**config.mk**
```make
export PLATFORM = sky130hd
export DESIGN_NAME = mux4_rr_arbiter
export DESIGN_NICKNAME = d
export VERILOG_FILES = /design/src/rtl/mux_ctrl_pkg.sv /design/src/rtl/rr_pick4.sv /design/src/rtl/mux4_rr_arbiter.sv
export SDC_FILE = /design/constraint.sdc
export NUM_CORES = 1
export LEC_CHECK = 0
export ABC_AREA = 1
export BUFFER_PORTS_ARGS = -buffer_cell sky130_fd_sc_hd__buf_2
export CAP_MARGIN = 30
export CORE_MARGIN = 2
export CORE_UTILIZATION = 35
export CTS_CLUSTER_DIAMETER = 200
export DETAILED_ROUTE_END_ITERATION = 16
export PLACE_DENSITY = 0.64
export SETUP_SLACK_MARGIN = 0.02
export SYNTH_ARGS = -nofsm -noshare
export SYNTH_HDL_FRONTEND = slang
export SYNTH_HIERARCHICAL = 1
export SYNTH_SLANG_ARGS = --single-unit
```
**constraint.sdc**
```tcl
create_clock -name clk -period 1.9 [get_ports clk]
set_clock_uncertainty 0.2 [all_clocks]
set_input_delay 0.19 -clock clk [delete_from_list [all_inputs] [get_ports clk]]
set_output_delay 0.19 -clock clk [all_outputs]
set_load 0.03 [all_outputs]
```
**src/rtl/mux_ctrl_pkg.sv**
```systemverilog
// Shared types and constants for the 4-way round-robin mux arbiter.
package mux_ctrl_pkg;

    localparam int N_REQ = 4;
    localparam int SEL_W = 2;

    typedef enum logic {
        ST_IDLE  = 1'b0,
        ST_GRANT = 1'b1
    } state_e;

    function automatic logic [N_REQ-1:0] onehot(input logic [SEL_W-1:0] i);
        onehot = '0;
        onehot[i] = 1'b1;
    endfunction

endpackage

```
**src/rtl/rr_pick4.sv**
```systemverilog
// Combinational round-robin picker: first set request after the last owner.
module rr_pick4
    import mux_ctrl_pkg::*;
(
    input  logic [N_REQ-1:0] req,
    input  logic [SEL_W-1:0] lp,
    output logic             valid,
    output logic [SEL_W-1:0] idx
);

    logic [SEL_W-1:0] cand;

    // Scan farthest-first so the nearest candidate after lp wins.
    always_comb begin
        valid = |req;
        idx   = lp;
        cand  = '0;
        for (int k = N_REQ; k >= 1; k--) begin
            cand = lp + SEL_W'(k);
            if (req[cand]) begin
                idx = cand;
            end
        end
    end

endmodule

```
**src/rtl/mux4_rr_arbiter.sv**
```systemverilog
// Round-robin owner of a shared 4:1 single-bit mux with a bounded hold time.
module mux4_rr_arbiter
    import mux_ctrl_pkg::*;
#(
    parameter int unsigned MAX_HOLD = 8,
    parameter int unsigned CNT_W    = 4
) (
    input  logic             clk,
    input  logic             rst_n,
    input  logic [N_REQ-1:0] req,
    input  logic             done,
    input  logic [N_REQ-1:0] w,
    output logic [N_REQ-1:0] gnt,
    output logic [SEL_W-1:0] s,
    output logic             out,
    output logic             busy,
    output logic             timeout
);

    localparam logic [CNT_W-1:0] LIM =
        CNT_W'((MAX_HOLD == 0) ? 0 : MAX_HOLD - 1);

    state_e           state_q, state_d;
    logic [N_REQ-1:0] gnt_q, gnt_d;
    logic [SEL_W-1:0] s_q, s_d;
    logic [SEL_W-1:0] lp_q, lp_d;
    logic [CNT_W-1:0] cnt_q, cnt_d;
    logic             out_q, out_d;
    logic             busy_q, busy_d;
    logic             timeout_q, timeout_d;

    logic             pick_valid;
    logic [SEL_W-1:0] pick_idx;
    logic             rel_vol;
    logic             rel_lim;

    rr_pick4 u_pick (
        .req   (req),
        .lp    (lp_q),
        .valid (pick_valid),
        .idx   (pick_idx)
    );

    // In GRANT, s_q always names the current owner.
    assign rel_vol = done | ~req[s_q];
    assign rel_lim = (MAX_HOLD != 0) && (cnt_q == LIM);

    always_comb begin
        state_d   = state_q;
        gnt_d     = gnt_q;
        s_d       = s_q;
        lp_d      = lp_q;
        cnt_d     = cnt_q;
        out_d     = out_q;
        busy_d    = busy_q;
        timeout_d = 1'b0;
        unique case (state_q)
            ST_IDLE: begin
                gnt_d  = '0;
                out_d  = 1'b0;
                busy_d = 1'b0;
                if (pick_valid) begin
                    state_d = ST_GRANT;
                    gnt_d   = onehot(pick_idx);
                    s_d     = pick_idx;
                    lp_d    = pick_idx;
                    cnt_d   = '0;
                    busy_d  = 1'b1;
                end
            end
            ST_GRANT: begin
                out_d = w[s_q];
                if (rel_vol || rel_lim) begin
                    state_d   = ST_IDLE;
                    gnt_d     = '0;
                    busy_d    = 1'b0;
                    out_d     = 1'b0;
                    cnt_d     = '0;
                    timeout_d = rel_lim & ~rel_vol;
                end else begin
                    cnt_d = cnt_q + 1'b1;
                end
            end
            default: begin
                state_d = ST_IDLE;
            end
        endcase
    end

    always_ff @(posedge clk or negedge rst_n) begin
        if (!rst_n) begin
            state_q   <= ST_IDLE;
            gnt_q     <= '0;
            s_q       <= '0;
            lp_q      <= SEL_W'(N_REQ - 1);
            cnt_q     <= '0;
            out_q     <= 1'b0;
            busy_q    <= 1'b0;
            timeout_q <= 1'b0;
        end else begin
            state_q   <= state_d;
            gnt_q     <= gnt_d;
            s_q       <= s_d;
            lp_q      <= lp_d;
            cnt_q     <= cnt_d;
            out_q     <= out_d;
            busy_q    <= busy_d;
            timeout_q <= timeout_d;
        end
    end

    assign gnt     = gnt_q;
    assign s       = s_q;
    assign out     = out_q;
    assign busy    = busy_q;
    assign timeout = timeout_q;

endmodule

```
* After elaboration in Yosys (flattened, before gate mapping)
Cells that the tools add are included.
** Operators by class
- Bitwise gates (word level) :: 5
- Reduce and logical (&&, ||, !) cells :: 4
- Add/subtract/negate cells :: 4
- Muxes and demuxes :: 30
- Equality and inequality tests :: 3
- Order comparisons :: 6
** Operators with widths (number)
- 4-bit 2-to-1 mux :: 4
- 4-bit one-hot mux with 2 select lines :: 2
- 2-bit by 3-bit < comparator with 1-bit output (second input constant) :: 5
- 1-bit 2-to-1 mux :: 12
- 1-bit binary-select mux with 2-bit select :: 5
- 2-bit 2-to-1 mux :: 3
- 1-bit one-hot mux with 2 select lines :: 3
- 2-bit adder (second input constant) :: 2
- 4-bit by 1-bit adder with 4-bit output (second input constant) :: 1
- 4-bit by 3-bit equality test with 1-bit output (second input constant) :: 1
- 4-bit OR reduction :: 1
- 1-bit inverter :: 3
- 2-bit by 1-bit adder with 2-bit output (second input constant) :: 1
- 1-bit demux with 2-bit select :: 1
- 2-bit by 1-bit >= comparator with 1-bit output (second input constant) :: 1
- 2-bit by 1-bit inequality test with 1-bit output (second input constant) :: 1
- 2-bit inequality test (second input constant) :: 1
- 2-bit AND reduction :: 1
- 1-bit AND :: 1
- 1-bit logical AND :: 1
- 1-bit logical OR :: 1
- 1-bit OR :: 1
** Storage, ports and cells
- Register bits after elaboration :: 16
- Input port bits :: 11
- Output and inout bits :: 9

* Longest topological paths before layout
Gate-level depths: netlist (run 1).
- Depth after elaboration :: 12
- Mapped depth :: 13
- Mapped depth without buffers :: 12

* Hierarchy
The synthesis (run 1) kept the hierarchy.
** Modules (own cells, without submodules)
- mux4_rr_arbiter :: instances 1, cells an instance 91, seq. area each 402.9 µm², area an instance 777.0 µm²
- rr_pick4 :: instances 1, cells an instance 43, seq. area each 0.0 µm², area an instance 203.9 µm²

* Least setup slack after synthesis (run 1)
OpenSTA, ideal clock, no wires.
- Path type :: register to register
- Start :: register lp_q[0]
- End :: register s_q[1], in the netlist s[1]
- Clock period less this slack :: 1.684 ns
- Setup slack :: 0.216 ns
- Required time :: 1.617 ns
- Cell stages (with the launch flop) :: 14
- Arrival time :: 1.401 ns
- Setup time :: 0.083 ns
- Cells stage by stage :: dfstp_2 buf_6 inv_6 nand2_2 nand2_2 nand2_1 nand2_1 inv_2 nand3_1 nand2_1 inv_1 nor2_1 inv_1 o21ai_0
** On the way
- Word-level cells in the longest chain between the ends :: 6
** RTL lines
- start: declaration :: RTL line mux4_rr_arbiter.sv:26 : logic [SEL_W-1:0] lp_q, lp_d;
- start signal: assignment :: RTL line mux4_rr_arbiter.sv:95 : lp_q <= SEL_W'(N_REQ - 1);
- start signal: assignment :: RTL line mux4_rr_arbiter.sv:104 : lp_q <= lp_d;
- 2-bit adder :: RTL line rr_pick4.sv:19 : cand = lp + SEL_W'(k);
- 1-bit binary-select mux with 2-bit select :: RTL line rr_pick4.sv:20 : if (req[cand]) begin
- 1-bit 2-to-1 mux (implied by the code) :: RTL line rr_pick4.sv:20
- 2-bit 2-to-1 mux (2 in a row) :: RTL line rr_pick4.sv:20
- 2-bit 2-to-1 mux * :: RTL line rr_pick4.sv:20
- named net pick_idx[1] :: RTL line mux4_rr_arbiter.sv:33 : logic [SEL_W-1:0] pick_idx;
- end signal: assignment :: RTL line mux4_rr_arbiter.sv:94 : s_q <= '0;
- end signal: assignment :: RTL line mux4_rr_arbiter.sv:103 : s_q <= s_d;
- end: declaration :: RTL line mux4_rr_arbiter.sv:25 : logic [SEL_W-1:0] s_q, s_d;
The timed path passes the listed nets; every way through them passes the cells marked *. The select of a mux whose other input is x is not followed.
A chain may end at the register's enable or synchronous reset.

* Worst setup path in the final report (run 1)
Same ends and word-level chain as after synthesis.

==> results of run 1 <==
==> path summary, 6_finish.rpt <==
path	slack (ns)	startpoint	to	cells after the start
min reg2reg	0.32	cnt_q[1]$_DFFE_PN0P_	cnt_q[1]$_DFFE_PN0P_	2
max reg2reg	0.09	lp_q[0]$_DFFE_PN1P_	s[1]$_DFFE_PN0P_	12
max in group asynchronous	1.06	rst_n	lp_q[1]$_DFFE_PN1P_	2
min	0.008	done	timeout$_DFF_PN0_	4
max	0.09	lp_q[0]$_DFFE_PN1P_	s[1]$_DFFE_PN0P_	12
min in group asynchronous	0.14	rst_n	gnt[0]$_DFFE_PN0P_	2
==> what timing repair did <==
item	CTS	global route
hold buffers	2	0
setup endpoints to repair	2	7
pin swaps	0	10
gates resized for setup	0	14
buffers inserted	2	4
hold endpoints to repair	17	0
==> synth_stat cells, drive strengths merged <==
cell,count,area share [%]
buf,1,1.1
nand4,6,5.4
a31oi,1,0.64
inv,23,9.3
nand3,11,6.6
dfstp,2,5.4
o211ai,1,0.77
xor2,1,0.89
dfrtp,14,36
a21oi,5,2.6
nand2,48,20
ha,1,1.3
o21ai,8,4.1
nor2,12,6.1
==> flip-flops by register name (all words and copies together) (netlist names) <==
| name | cells |
|---|---|
| out | 1 |
| lp_q | 2 |
| s | 2 |
| timeout | 1 |
| busy | 1 |
| cnt_q | 4 |
| gnt | 4 |
| state_q | 1 |
==> power by group <==
| group | internal (mW) | switching, mW |
|---|---|---|
| Sequential | 0.465 | 0.106 |
| Combinational | 0.461 | 0.794 |
| Clock | 0.117 | 0.111 |
| Total | 1.04 | 1.01 |
==> critical path: cells and delay by family (launching register included) <==
kind            cells  cell delay (ns)
compound gates      2             0.14
flops               1             0.64
simple gates        6             0.42
buf+inv             4             0.32
==> area by class of cell <==
type	count	area share [%]
flip-flops and latches	16	32.2
well taps	31	3.10
repair buffers	27	14.4
clock buffers	4	2.90
inverters	23	7.30
multi-input cells	94	40.1
==> cells by family (layout without fill, tap and decap cells) <==
logic type,Yosys count,after routing,share of synthesized area (%)
AO/OA/AOI/OAI,15,15,8.04
XOR/XNOR,1,1,0.893
adder cells (fa/ha/maj),1,1,1.28
buffers and inverters,24,54,10.5
flip-flops,16,16,41.1
AND/OR/NAND/NOR,77,77,38.3
==> routing by layer <==
metal | share of wire (%) | up-vias | track usage (%)
met5 | 0 | - | 0
met3 | 3.8 | 8 | 2.49
met2 | 49 | 24 | 24.5
li1 | - | 482 | -
met1 | 45 | 445 | 20.1
met4 | 2.3 | 0 | 6.98
==> through the flow <==
step	worst slack (ns)	power, mW	hold slack, ns	utilization, %
6_report	0.0885	2.05	0.00826	46.2
5_1_grt	-0.0277	2.23	0.0231	46.2
4_1_cts	0.0244	1.87	0.00496	43.4
3_5_place_dp	0.0261	1.60	-0.0713	40.7
3_3_place_gp	0.113	1.57	-0.0844	40.7
2_1_floorplan	0.216	1.38	-0.306	-
==> impl_metrics.ini, run 1 <==
[clocking]
clock_sinks = 16
ctsHtreeMaxLevel = 1
clockRootBuffer = clkbuf_4
cts_buffer_depth = 2
clock_latency_ns = 0.29
clk_pin_slew_ns = 0.10
cts_tree = done
cts_made_buffers = 3

[placed_design]
dp_cells = 183
post_dp_cell_area_um2 = 1100
dpl.hpwl_mm = 1.70
gp_congestion = 0.966
portBuffers = 19

[global_route]
antenna_found_initial = 0
grt_pass1_wl_mm = 3.88
grt_max_degree = 17
gr-total-overflow = 0
grt_pass1_vias = 909
grtUsageTotal_pct = 15.2

[synthesis]
syn_nets = 146
syn_avg_cell_area_um2 = 7.32
synth.cell_area_um2 = 981
ys_seq_area_share_pct = 41.1
syn_inst = 134
synth_seq_cells = 16
ys_types = 21
ys_warn_count = 6

[layout]
antenna_cells = 0
layout.nets = 177
layout_commonest_cell = nand2_1
regArea_um2 = 403
area_growth_pct = 27.6
num-fill-cells = 276
final-instance-count-excl-fill = 195
most-common-layout-cells = nand2_1 (39), buf_2 (19), inv_1 (16), dfrtp_1 (14)
stdcell_area_um2 = 1250
drive_gt1_share_pct = 34.1
multi_input_area_um2 = 502

[timing]
setup_violations = 0
setup_tns_ns = 0
tightestPinTransition_ns = 0.368
hold_violations = 0
fin_crit_ns = 1.81
slew_headroom_pct = 75.5
slew_violations = 0
post-route-period-util_pct = 95.3
rsz0062_at_grt = yes
max_freq_ghz = 0.552

[power]
p_per_area_nw_per_um2 = 1640
leakage_nw = 0.673
peakVddDrop_mv = 0.939

[run]
drv_cap = 0

[worst_setup_path]
arrival_ns = 1.78
end_kind = flip-flop
cpPeakStageDelay_ns = 0.64
worst-endpoint-required_ns = 1.87
path_common_cell = nand2_1
slowest_stage = dfstp_2
path_max_fanout = 5
crit_type = flip-flop to flip-flop
crit_chain = buf_6 -> nand2_1 -> o21ai_2 -> nand2_1 -> nand2_1 -> inv_2 -> nand3_1 -> nand2_1 -> inv_2 -> nor2_4 -> inv_2 -> o21ai_0
worstSetupStartpointType = flip-flop

[die]
start_util_pct = 36.2
rows = 19
ioPinCount = 20
core_um2 = 2710
die_h_um = 56.9
dieArea_um2 = 3240
die_width_um = 56.9

[routing]
drt_iter0_markers = 51
drc_errors = 0
dr_total_vias = 959
totalWireLength_mm = 2.38
wl_per_cell_um = 12.2
viasPerCell = 4.92
firstDrtPassIters = 4
ant_nets = 0

[run_status]
status = completed

[hold_path]
hold_class = primary input to flip-flop
(Power assumes the default switching activity.)
==> run 2, diff against run 1 <==
Settings changed: SETUP_SLACK_MARGIN 0.02 to 0.4.
Clock period 1.9 ns to 2.2 ns, I/O delays scaled along.
==> run 2 against run 1 <==
  * Maximum frequency decreased by 0.78%
  * Die area unchanged
  * Setup slack improved by 0.29 ns
  * Global-route usage increased by 0.74 points
  * Count of clock-buffer cells in the layout unchanged
  * Routed wire length increased by 0.34%
  * Cell count decreased by 1.0%
  * Non-clock buffer count decreased by 2
  * Worst hold slack improved by 0.0059 ns
  * Cell area about the same
  * Clock power decreased by 13%
  * First-iteration DRC count increased by 27%
  * Critical endpoint is now gnt[0]$_DFFE_PN0P_
  * Largest power group unchanged
==> impl_metrics.ini, run 2 (synthesized netlist as in run 1, its figures left out) <==
[die]
ioPinCount = 20
die_width_um = 56.9
rows = 19
start_util_pct = 36.2
dieArea_um2 = 3240
core_um2 = 2710
die_h_um = 56.9

[layout]
layout.nets = 175
area_growth_pct = 27.7
most-common-layout-cells = nand2_1 (33), buf_2 (19), inv_1 (16), nand2_2 (14), dfrtp_1 (14)
final-instance-count-excl-fill = 193
stdcell_area_um2 = 1250
layout_commonest_cell = nand2_1
antenna_cells = 0
drive_gt1_share_pct = 40.1

[routing]
drt_iter0_markers = 65
ant_nets = 0
totalWireLength_mm = 2.39
viasPerCell = 4.94
drc_errors = 0
dr_total_vias = 953
wl_per_cell_um = 12.4
firstDrtPassIters = 4

[timing]
fin_crit_ns = 1.83
max_freq_ghz = 0.548
tightestPinTransition_ns = 0.378
post-route-period-util_pct = 83.0
rsz0062_at_grt = yes
slew_headroom_pct = 74.8
whs_ns = 0.0141
hold_violations = 0
setup_violations = 0
slew_violations = 0
setup_tns_ns = 0

[power]
p_int_uw = 900
p_per_area_nw_per_um2 = 1460
p_comb_share_pct = 61.7
leakage_nw = 0.667
p_clk_share_pct = 10.9
seqPwrFrac_pct = 27.4
peakVddDrop_mv = 0.638
p_sw_uw = 926
p_sw_share_pct = 50.7
finalPower_mw = 1.83

[clocking]
clock_sinks = 16
clk_pin_slew_ns = 0.10
clock_latency_ns = 0.29
clockRootBuffer = clkbuf_4
cts_made_buffers = 3
cts_tree = done
ctsHtreeMaxLevel = 1
cts_buffer_depth = 2

[worst_setup_path]
arrival_ns = 1.81
worst-endpoint-required_ns = 2.19
worstSetupStartpointType = flip-flop
end_kind = flip-flop
path_max_fanout = 7
crit_type = flip-flop to flip-flop

[placed_design]
post_dp_cell_area_um2 = 1100
dpl.hpwl_mm = 1.71
gp_congestion = 0.967
portBuffers = 19
dp_cells = 183

[run_status]
status = completed

[global_route]
grt_pass1_wl_mm = 4.07
antenna_found_initial = 0
grt_pass1_vias = 916
grtUsageTotal_pct = 16.0
grt_max_degree = 17
gr-total-overflow = 0

[hold_path]
hold_class = primary input to flip-flop

[run]
drv_cap = 0
run 2: worst max-delay path: stages (launching register included):
cell,delay (ns)
dfstp_2,0.65
buf_6,0.15
nand2_2,0.06
nand2_2,0.07
nand2_1,0.06
nand2_1,0.08
nand2_2,0.08
nand2_2,0.07
nand2_2,0.06
nand2_4,0.08
inv_2,0.04
nand3_2,0.07
o21ai_2,0.05
run 2: final cells by class:
class	count	area (µm²)
fillers	278	1460
repair buffers	25	146
well taps	31	38.8
clock buffers	4	36.3
flip-flops and latches	16	403
inverters	23	91.3
multi-input cells	94	537
run 2: path summary, 6_finish.rpt:
check | startpoint | end | slack (ns) | cells after the start
max in group asynchronous | rst_n | lp_q[1]$_DFFE_PN1P_ | 1.31 | 2
min in group asynchronous | rst_n | cnt_q[3]$_DFFE_PN0P_ | 0.16 | 2
worst min register to register | cnt_q[1]$_DFFE_PN0P_ | cnt_q[1]$_DFFE_PN0P_ | 0.33 | 2
worst max register to register | lp_q[0]$_DFFE_PN1P_ | gnt[0]$_DFFE_PN0P_ | 0.37 | 12
worst max-delay path | lp_q[0]$_DFFE_PN1P_ | gnt[0]$_DFFE_PN0P_ | 0.37 | 12
worst min-delay path | w[3] | out$_DFF_PN0_ | 0.01 | 3
run 2: power by group through the flow:
stage	clock network [mW]	registers [mW]	logic, mW
5_1_grt	0.216	0.520	1.25
6_report	0.199	0.501	1.13
3_3_place_gp	0	0.511	0.846
3_5_place_dp	0	0.512	0.874
2_1_floorplan	0	0.573	0.622
4_1_cts	0.206	0.499	0.980
run 2: per-layer routing:
metal	global-route usage (%)	wire length (µm)	vias up
li1	-	-	478
met1	20.9	1030	440
met2	25.8	1190	29
met3	3.40	137	6
met4	6.31	32	0
met5	0	0	-
run 2: what timing repair did:
| item | CTS | global route |
|---|---|---|
| hold endpoints to repair | 16 | 0 |
| endpoints found under the setup margin | 5 | 8 |
| setup buffers | 3 | 2 |
| hold buffers | 1 | 0 |
| pin swaps | 7 | 14 |
| gates resized for setup | 10 | 16 |
run 2: stage by stage:
stage / setup slack [ns] / utilization (%)
5_1_grt: 0.285 / 46.2
3_3_place_gp: 0.413 / 40.7
2_1_floorplan: 0.516 / -
4_1_cts: 0.391 / 43.9
6_report: 0.374 / 46.2
3_5_place_dp: 0.329 / 40.7
==> run 3, diff against run 2 <==
Settings changed: PLACE_DENSITY 0.64 to 0.66.
Clock period 2.2 ns to 1.6 ns, I/O delays scaled along.
==> run 3 against run 2 <==
  * The flow now finishes with violations (negative hold slack, negative setup slack)
  * Routed wire length rose by 26%
  * Non-clock buffer count increased by 18
  * Core utilization increased by 13 points
  * Count of clock-buffer cells in the layout stayed put
  * Global-route usage is 1.1 points higher
  * Worst hold slack got worse by 0.018 ns
  * Via count rose by 13%
  * Clock power is 12% higher
  * Cell count rose by 9.3%
  * Maximum frequency down 0.11%
  * Critical path type unchanged
  * Critical endpoint is now gnt[2]$_DFFE_PN0P_
==> impl_metrics.ini, run 3 (synthesized netlist as in run 1, its figures left out) <==
[run_status]
status = complete, but fails checks
violations = negative hold slack, negative setup slack

[worst_setup_path]
path_common_cell = nand2_1
rrSetupSlack_ns = -0.23
path_max_fanout = 6
reg2regPathDepth = 11
regToRegEndpoint = gnt[2]$_DFFE_PN0P_
crit_chain = buf_12 -> inv_8 -> nand2_1 -> nand3_2 -> o211ai_1 -> nand3_2 -> nand2_2 -> inv_2 -> nor2_4 -> nand2_1 -> nand2_1
worst-endpoint-required_ns = 1.63
endpoint = gnt[2]$_DFFE_PN0P_
cpPeakStageDelay_ns = 0.59
rr_startpoint = lp_q[0]$_DFFE_PN1P_
end_kind = flip-flop
crit_type = flip-flop to flip-flop
crit_start = lp_q[0]$_DFFE_PN1P_
worstSetupStartpointType = flip-flop
arrival_ns = 1.86
slowest_stage = dfstp_2

[clocking]
clockRootBuffer = clkbuf_4
clock_latency_ns = 0.29
clock_sinks = 16
clk_pin_slew_ns = 0.09
cts_tree = done
ctsHtreeMaxLevel = 1
cts_buffer_depth = 2
holdBufCountCts = 3
cts_made_buffers = 3

[timing]
whs_ns = -0.00379
setup_tns_ns = -1.58
hold_violations = 1
tightestPinTransition_ns = 0.369
post-route-period-util_pct = 114
rsz0062_at_grt = yes
fin_crit_ns = 1.83
slew_headroom_pct = 75.4
slew_violations = 0
setup_violations = 8
timing.final.ws_setup_ns = -0.228
max_freq_ghz = 0.547

[routing]
drt_iter0_markers = 39
wl_per_cell_um = 14.3
viasPerCell = 5.10
dr_total_vias = 1077
firstDrtPassIters = 4
ant_nets = 0
totalWireLength_mm = 3.01
drc_errors = 0

[global_route]
grt_pass1_vias = 1049
met1_usage_pct = 20.4
gr-total-overflow = 0
antenna_found_initial = 0
grt_max_degree = 17
grtUsageTotal_pct = 17.1
met2_usage_pct = 30.4
grt_pass1_wl_mm = 4.40
grtUsageMet3_pct = 1.36
busiest_layer = met2

[layout]
most-common-layout-cells = nand2_1 (23), nand2_2 (19), inv_1 (15), buf_6 (15), buf_4 (14)
stdcell_area_um2 = 1610
area_growth_pct = 64.4
layout_commonest_cell = nand2_1
layout.nets = 193
antenna_cells = 0
final-instance-count-excl-fill = 211
num-fill-cells = 241
drive_gt1_share_pct = 57.2
fin_util_pct = 59.5

[run]
drv_cap = 0

[hold_path]
hold_class = primary input to flip-flop

[placed_design]
portBuffers = 19
post_dp_cell_area_um2 = 1130
dp_slack_ns = -0.188
dp_cells = 186
dpl.hpwl_mm = 1.76
gp_congestion = 0.857

[power]
peakVddDrop_mv = 1.24
finalPower_mw = 3.12
p_per_area_nw_per_um2 = 1940
leakage_nw = 0.797

[die]
ioPinCount = 20
core_um2 = 2710
dieArea_um2 = 3240
die_h_um = 56.9
rows = 19
die_width_um = 56.9
start_util_pct = 36.2
## run 3: changes by cell type in the layout (fill, tap and decap cells not counted), sizes merged
cell	change
dlygate4sd3	+2
buf	+16
## run 3: worst max-delay path: cells and delay by family (launching register included)
family | cells | cell delay, ns
compound gates | 1 | 0.13
simple gates | 7 | 0.63
buf+inv | 3 | 0.22
flops | 1 | 0.59
## run 3: worst min path at each step
stage | from | end | slack, ns | cells past startpoint
floorplan | rst_n | busy$_DFFE_PN0P_ | -0.34 | 0
global placement | rst_n | cnt_q[3]$_DFFE_PN0P_ | -0.11 | 1
detailed placement | rst_n | cnt_q[3]$_DFFE_PN0P_ | -0.11 | 1
CTS | done | timeout$_DFF_PN0_ | -0.01 | 4
global route | done | timeout$_DFF_PN0_ | -0.005 | 4
finish | done | timeout$_DFF_PN0_ | -0.004 | 4
## run 3: repair_timing
action                                  CTS  global route
pin swaps                                 6            22
endpoints found under the setup margin   23            25
setup buffers                            12             6
gates resized for setup                  33            50
hold endpoints to repair                 18             1
## run 3: layer usage
metal / vias to the layer above / part of all wire [%] / routed length [µm]
met5: - / 0 / 0
met4: 0 / 3.1 / 93
met3: 10 / 3.5 / 105
met2: 30 / 54 / 1640
met1: 521 / 39 / 1170
li1: 516 / - / -
## run 3: layout make-up
cell class,count,area [µm²],share of cell area [%]
multi-input cells,94,672,41.7
flip-flops and latches,16,405,25.1
clock buffers,4,26.3,1.63
inverters,23,96.3,5.97
well taps,31,38.8,2.40
repair buffers,43,374,23.2
## run 3: where the power goes
part / internal [mW] / switching, mW / leakage (nW)
combinational: 0.956 / 1.24 / 0.579
clock: 0.0970 / 0.125 / 0.0150
sequential: 0.557 / 0.150 / 0.203
total: 1.61 / 1.52 / 0.797
